## config.mk

```make
export PLATFORM = sky130hd
export DESIGN_NAME = piso_serializer
export DESIGN_NICKNAME = d
export VERILOG_FILES = /design/src/rtl/piso_serializer.sv
export SDC_FILE = /design/constraint.sdc
export NUM_CORES = 1
export LEC_CHECK = 0
export ABC_AREA = 1
export CAP_MARGIN = 10
export CELL_PAD_IN_SITES_DETAIL_PLACEMENT = 1
export CELL_PAD_IN_SITES_GLOBAL_PLACEMENT = 1
export CORE_UTILIZATION = 35
export CTS_CLUSTER_DIAMETER = 40
export CTS_CLUSTER_SIZE = 8
export DETAILED_ROUTE_END_ITERATION = 10
export PLACE_DENSITY = 0.75
export SLEW_MARGIN = 10
export SYNTH_ARGS = -nofsm -noshare
export SYNTH_HDL_FRONTEND = slang
export SYNTH_SLANG_ARGS = --single-unit
```

## constraint.sdc

```tcl
create_clock -name clk -period 2.3 [get_ports clk]
set_input_delay 0.46 -clock clk [delete_from_list [all_inputs] [get_ports clk]]
set_output_delay 0.46 -clock clk [all_outputs]
set_load 0.02 [all_outputs]
```

## src/rtl/piso_serializer.sv

```systemverilog
// Parallel-in serial-out shifter: first bit on s_out the cycle after a load, one bit per cycle, frame_done on the last.
// load_ready is high in IDLE or on the last bit (back-to-back frames), and low while flush is high.
module piso_serializer #(
   parameter int WIDTH     = 4,
   parameter int LSB_FIRST = 1
) (
   input  logic             clk,
   input  logic             clear_n,
   input  logic             flush,
   input  logic             load_valid,
   input  logic [WIDTH-1:0] load_data,
   output logic             load_ready,
   output logic             s_out,
   output logic             s_valid,
   output logic             frame_done,
   output logic             busy
);

   localparam int              CW   = (WIDTH > 1) ? $clog2(WIDTH) : 1;
   localparam logic [CW-1:0]   LAST = CW'(WIDTH - 1);

   typedef enum logic {IDLE, SHIFT} state_t;

   state_t           state;
   logic [CW-1:0]    cnt;
   logic [CW-1:0]    cnt_inc;
   logic [WIDTH-1:0] sreg;

   logic             load_first;
   logic [WIDTH-1:0] load_rest;
   logic             sreg_first;
   logic [WIDTH-1:0] sreg_rest;
   logic             load_fire;

   // sreg holds only the bits not yet on s_out; the bit being driven lives in the s_out flop.
   assign load_first = (LSB_FIRST != 0) ? load_data[0] : load_data[WIDTH-1];
   assign load_rest  = (LSB_FIRST != 0) ? (load_data >> 1) : (load_data << 1);
   assign sreg_first = (LSB_FIRST != 0) ? sreg[0] : sreg[WIDTH-1];
   assign sreg_rest  = (LSB_FIRST != 0) ? (sreg >> 1) : (sreg << 1);
   assign cnt_inc    = cnt + 1'b1;

   assign load_ready = !flush && ((state == IDLE) || (cnt == LAST));
   assign load_fire  = load_valid && load_ready;

   always_ff @(posedge clk or negedge clear_n) begin
      if (!clear_n) begin
         state      <= IDLE;
         cnt        <= '0;
         sreg       <= '0;
         s_out      <= 1'b0;
         s_valid    <= 1'b0;
         frame_done <= 1'b0;
         busy       <= 1'b0;
      end else if (flush) begin
         state      <= IDLE;
         cnt        <= '0;
         sreg       <= '0;
         s_out      <= 1'b0;
         s_valid    <= 1'b0;
         frame_done <= 1'b0;
         busy       <= 1'b0;
      end else if (load_fire) begin
         // Also taken on the last bit of a frame, so the next word follows without a gap.
         state      <= SHIFT;
         cnt        <= '0;
         sreg       <= load_rest;
         s_out      <= load_first;
         s_valid    <= 1'b1;
         frame_done <= (LAST == '0);
         busy       <= 1'b1;
      end else if (state == SHIFT) begin
         if (cnt == LAST) begin
            state      <= IDLE;
            cnt        <= '0;
            sreg       <= '0;
            s_out      <= 1'b0;
            s_valid    <= 1'b0;
            frame_done <= 1'b0;
            busy       <= 1'b0;
         end else begin
            cnt        <= cnt_inc;
            sreg       <= sreg_rest;
            s_out      <= sreg_first;
            frame_done <= (cnt_inc == LAST);
         end
      end
   end

endmodule

```

==> results.sh, run 1 <==
export IMPL_clockPowerShare_pct=32.6
export IMPL_outcome="finished clean"
export IMPL_synthesis_nets=72
export IMPL_criticalPathCategory="flop to output pin"
export IMPL_dp_cells=89
export IMPL_fin_setup_tns_ns=0
export IMPL_cp_required_ns=1.84
export IMPL_synth_area_um2=497
export IMPL_rows=13
export IMPL_cp_slowest_cell="dfrtp_1"
export IMPL_postSynthCellCount=62
export IMPL_maxCapViolations=0
export IMPL_drt_pass1_iterations=4
export IMPL_clockRootBuffer="clkbuf_4"
export IMPL_drt_wl_total_um=1160
export IMPL_startpoint_type="flop"
export IMPL_nets=89
export IMPL_slew_headroom_pct=71.7
export IMPL_die_height_um=39.7
export IMPL_ios=13
export IMPL_die_w_um=39.7
export IMPL_cts_num_sinks=9
export IMPL_ys_types=16
export IMPL_syn2layout_area_growth_pct=33.0
export IMPL_die_area_um2=1570
export IMPL_cts_buffers=3
export IMPL_critPathBufInv=2
export IMPL_multi_input_area_um2=234
export IMPL_num_vias=448
export IMPL_finalSetupViolCount=0
export IMPL_port_buffers=12
export IMPL_synth_seq_cells=9
export IMPL_clk_latency_ns=0.26
export IMPL_n_antenna_cell=0
export IMPL_power_density_nw_per_um2=601
export IMPL_path_cells="ha_1 > inv_2 > a21oi_2 > dlygate4sd2_1"
export IMPL_grt_max_degree=10
export IMPL_ys_seq_area_share_pct=45.3
export IMPL_drt_iter0_markers=2
export IMPL_grt_pass1_wl_um=1790
export IMPL_skew_ns=0.00134
export IMPL_grt_overflow_total=0
export IMPL_cell_internal_pwr_mw=0.276
export IMPL_layout_common_cells="nand2_1, clkdlybuf4s50_1, dfrtp_1, nand3_1"
export IMPL_fmax_ghz=0.495
export IMPL_layout_drive_gt1_share_pct=15.4
export IMPL_synth_warnings=0
export IMPL_clk_pin_slew_ns=0.07
export IMPL_ir_drop_mv=0.268
export IMPL_leakage_nw=0.326
export IMPL_htreeDepth=1
export IMPL_grt_pass1_vias=405
export IMPL_tightest_slew_ns=0.424
export IMPL_met1_length_um=558
export IMPL_wl_met2_um=544
export IMPL_fin_cells=93
export IMPL_register_area_um2=225
export IMPL_crit_arrival_ns=1.56
export IMPL_period_needed_ns=2.02
export IMPL_wl_met3_um=40
export IMPL_synth_top_area_cell="dfrtp_1"
export IMPL_routabilityCongestion=0.708
export IMPL_syn_avg_cell_area_um2=8.01
export IMPL_finalCritPeriodShare_pct=87.9
export IMPL_final_common_cell="nand2_1"
export IMPL_whs_ns=0.483
export IMPL_coreArea_um2=1320
export IMPL_via_per_inst=4.82
export IMPL_switching_share_pct=30.4
export IMPL_highest_layer="met4"
export IMPL_clockBufferDepth=2
export IMPL_synthTopCellsByArea="dfrtp_1, nand2_1, nand3_1, ha_1, nand3_4"
export IMPL_start_util_pct=37.7
export IMPL_cpPeakStageDelay_ns=0.38
export IMPL_min_path_type="flop to flop"
export IMPL_rsz0062_at_grt="false"
export IMPL_slew_viol_final=0
export IMPL_hpwl_um=861
export IMPL_grt_antenna_before_repair=0
export IMPL_cts_tree="yes"
export IMPL_ant_nets=0
export IMPL_fillCellCount=171
export IMPL_comb_power_share_pct=22.4
export IMPL_crit_family="buffers and inverters"
export IMPL_cp_max_fo=4
export IMPL_drc=0
export IMPL_p_seq_share_pct=44.9
export IMPL_cts_setup_buffers=0
export IMPL_yosysTopAreaCellShare_pct=45.3
export IMPL_switchingPower_mw=0.121
export IMPL_hold_viol_final=0
export IMPL_cp_end_kind="output pin"
export IMPL_grt_usage_pct=18.3
export IMPL_wire_per_inst_um=12.5
[cell families (layout without fill, tap and decap cells)]
logic type / Yosys count / count (layout) / synth area share [%]
AO/OA/AOI/OAI: 6 / 6 / 6.80
buffers and inverters: 9 / 25 / 7.56
flip-flops: 9 / 9 / 45.3
AND/OR/NAND/NOR: 36 / 36 / 35.3
adder cells (fa/ha/maj): 2 / 2 / 5.04
[power groups by stage]
stage	Sequential, mW	Combinational (mW)	Clock [mW]
floorplan	0.186	0.0447	0
global placement	0.181	0.0889	0
detailed placement	0.182	0.0906	0
CTS	0.178	0.0902	0.137
global route	0.180	0.0988	0.146
finish	0.179	0.0890	0.130
[worst paths after layout]
check / depth (start not counted) / start / to / slack (ns)
min in group asynchronous: 1 / clear_n / sreg[2] / 0.49
hold reg to reg: 2 / s_out / s_out / 0.48
setup / recovery: 4 / cnt[1] / load_ready / 0.28
setup reg to reg: 8 / cnt[1] / busy / 0.92
hold / removal: 2 / s_out / s_out / 0.48
max in group asynchronous: 1 / clear_n / cnt[1] / 1.51
[per-layer routing]
layer / GRT usage, % / up-vias
li1: - / 228
met1: 24.8 / 205
met2: 25.4 / 11
met3: 5.11 / 4
met4: 10.3 / 0
met5: 0 / -
[Yosys cell counts (all sizes together)]
library cell	number
nand3	8
nand4	2
dfrtp	9
nand2	21
inv	8
or2	1
a21oi	4
ha	2
nor2	4
buf	1
o21ai	2
[worst reg2reg max path, stage by stage (launching register included)]
cell and delay (ns):
dfrtp_1 0.38, ha_1 0.25, inv_2 0.09, nand2_2 0.11
nand3_4 0.13, nand2_4 0.14, nand2_1 0.07, nand2_1 0.06
nand2_1 0.05
[state kept, by name, summed over array words and instances (netlist names)]
name and cells:
cnt 2, s_out 1, sreg 3, frame_done 1, busy 1, state 1
[metrics by stage]
step	setup slack (ns)	util, %	total power, mW	area [um2]
4_1_cts	0.249	50.1	0.405	661
3_3_place_gp	0.111	48.2	0.270	636
5_1_grt	0.167	50.1	0.424	661
3_5_place_dp	0.0959	48.2	0.272	636
2_1_floorplan	0.912	-	0.230	497
6_report	0.278	50.1	0.397	661
[cell type report]
class / instances / area share (%)
clock buffers: 4 / 3.98
well taps: 15 / 2.84
flip-flops and latches: 9 / 34.1
multi-input cells: 44 / 35.4
repair buffers: 13 / 19.1
inverters: 8 / 4.55
[timing repair]
action | CTS | global route
hold buffers | 0 | 0
endpoints found under the setup margin | 1 | 0
gates resized for setup | 1 | 0
Power figures use the tool's default switching activity.
==> run 2: changes to the inputs <==
SETUP_SLACK_MARGIN = 0.2   (was default)
==> run 2 against run 1 <==
  * Hold slack stayed put
  * First-iteration DRC count stayed put
  * Die area stayed put
  * Cell area is 0.57% lower
  * Critical endpoint unchanged
  * Highest routed layer unchanged
  * Critical path type unchanged
  * Worst setup slack better by 0.15 ns
==> results.sh, run 2 (synthesis results as in run 1) <==
export IMPL_outcome="finished clean"
export IMPL_drt_wl_total_um=1160
export IMPL_rsz0062_at_grt="false"
export IMPL_largest_register="sreg"
export IMPL_layout_drive_gt1_share_pct=16.7
export IMPL_finalSetupViolCount=0
export IMPL_wire_per_inst_um=12.5
export IMPL_path_cells="ha_1 > inv_2 > a21oi_2 > clkbuf_2"
export IMPL_whs_ns=0.483
export IMPL_final_common_cell="nand2_1"
export IMPL_via_per_inst=4.82
export IMPL_grt_pass1_vias=405
export IMPL_grt_usage_pct=18.3
export IMPL_gr_usage_met3_pct=5.11
export IMPL_drt_iter0_markers=2
export IMPL_crit_family="flip-flops"
export IMPL_die_w_um=39.7
export IMPL_htreeDepth=1
export IMPL_top_usage_layer="met2"
export IMPL_cts_num_sinks=9
export IMPL_rows=13
export IMPL_leakage_nw=0.325
export IMPL_maxCapViolations=0
export IMPL_hpwl_um=861
export IMPL_power_density_nw_per_um2=604
export IMPL_routabilityCongestion=0.708
export IMPL_drc=0
export IMPL_skew_ns=0.00134
export IMPL_clk_pin_slew_ns=0.07
export IMPL_start_util_pct=37.7
export IMPL_syn2layout_area_growth_pct=32.2
export IMPL_grt_max_degree=10
export IMPL_cts_buffers=3
export IMPL_crit_arrival_ns=1.41
export IMPL_grt_overflow_total=0
export IMPL_slew_viol_final=0
export IMPL_startpoint_type="flop"
export IMPL_cp_end_kind="output pin"
export IMPL_grt_antenna_before_repair=0
export IMPL_cts_tree="yes"
export IMPL_num_vias=448
export IMPL_ant_nets=0
export IMPL_drt_pass1_iterations=4
export IMPL_layout_common_cells="nand2_1, clkdlybuf4s50_1, dfrtp_1, nand3_1"
export IMPL_largest_register_ff_count=3
export IMPL_cpPeakStageDelay_ns=0.38
export IMPL_slew_headroom_pct=71.7
export IMPL_fmax_ghz=0.535
export IMPL_cp_max_fo=4
export IMPL_finalCritPeriodShare_pct=81.2
export IMPL_nets=89
export IMPL_ios=13
export IMPL_grt_pass1_wl_um=1790
export IMPL_coreArea_um2=1320
export IMPL_use_met2_pct=25.4
export IMPL_clk_latency_ns=0.26
export IMPL_clockBufferDepth=2
export IMPL_critPathBufInv=2
export IMPL_port_buffers=12
export IMPL_r2r_slack_ns=0.92
export IMPL_top_regs="sreg x3, cnt x2"
export IMPL_fin_setup_tns_ns=0
export IMPL_criticalPathCategory="flop to output pin"
export IMPL_ir_drop_mv=0.268
export IMPL_n_antenna_cell=0
export IMPL_cp_required_ns=1.84
export IMPL_cp_slowest_cell="dfrtp_1"
export IMPL_period_needed_ns=1.87
export IMPL_clockRootBuffer="clkbuf_4"
export IMPL_hold_viol_final=0
export IMPL_tightest_slew_ns=0.424
export IMPL_min_path_type="flop to flop"
export IMPL_die_area_um2=1570
export IMPL_fillCellCount=171
export IMPL_cts_hold_buffers=0
export IMPL_die_height_um=39.7
export IMPL_grt_util_met1_pct=24.8
[run 2: final timing paths]
path,end,from,cells after the start
worst max-delay path,load_ready,cnt[1],4
worst min register to register,s_out,s_out,2
max in group asynchronous,cnt[1],clear_n,1
worst min-delay path,s_out,s_out,2
min in group asynchronous,sreg[2],clear_n,1
worst max register to register,busy,cnt[1],8
[run 2: cell type report]
cell class	instances	area [um2]	area share (%)
Clock buffer	4	26.3	4.00
Inverter	8	30.0	4.57
Multi-Input combinational cell	44	234	35.6
Sequential cell	9	225	34.3
Tap cell	15	18.8	2.86
Timing Repair Buffer	13	123	18.7
[run 2: power breakdown]
part / switching [mW] / internal [mW]
sequential: 0.00864 / 0.170
combinational: 0.0497 / 0.0390
clock: 0.0625 / 0.0671
[run 2: repair_timing]
action                                  in CTS  in global routing
setup buffers                                0                  0
resized for setup                            1                  2
hold endpoints to repair                     0                  0
endpoints found under the setup margin       1                  1
[run 2: worst reg2reg max path: stages (launching register included)]
cell,delay [ns]
dfrtp_1,0.38
ha_1,0.25
inv_2,0.09
nand2_2,0.11
nand3_4,0.13
nand2_4,0.14
nand2_1,0.07
nand2_1,0.06
nand2_1,0.05
[run 2: metrics by stage]
step	cells	setup WS, ns	utilization (%)	cell area, um2	power, mW
after global placement	89	0.111	48.2	636	0.270
after floorplan	62	0.912	-	497	0.230
final	93	0.432	49.9	657	0.397
after detailed placement	89	0.0959	48.2	636	0.272
after CTS	93	0.249	50.1	661	0.405
after global routing	93	0.325	49.9	657	0.424
[run 2: routing by layer]
metal,share of wire [%],vias up
met3,3.5,4
met5,0,-
met1,48,205
li1,-,228
met2,47,11
met4,1.5,0
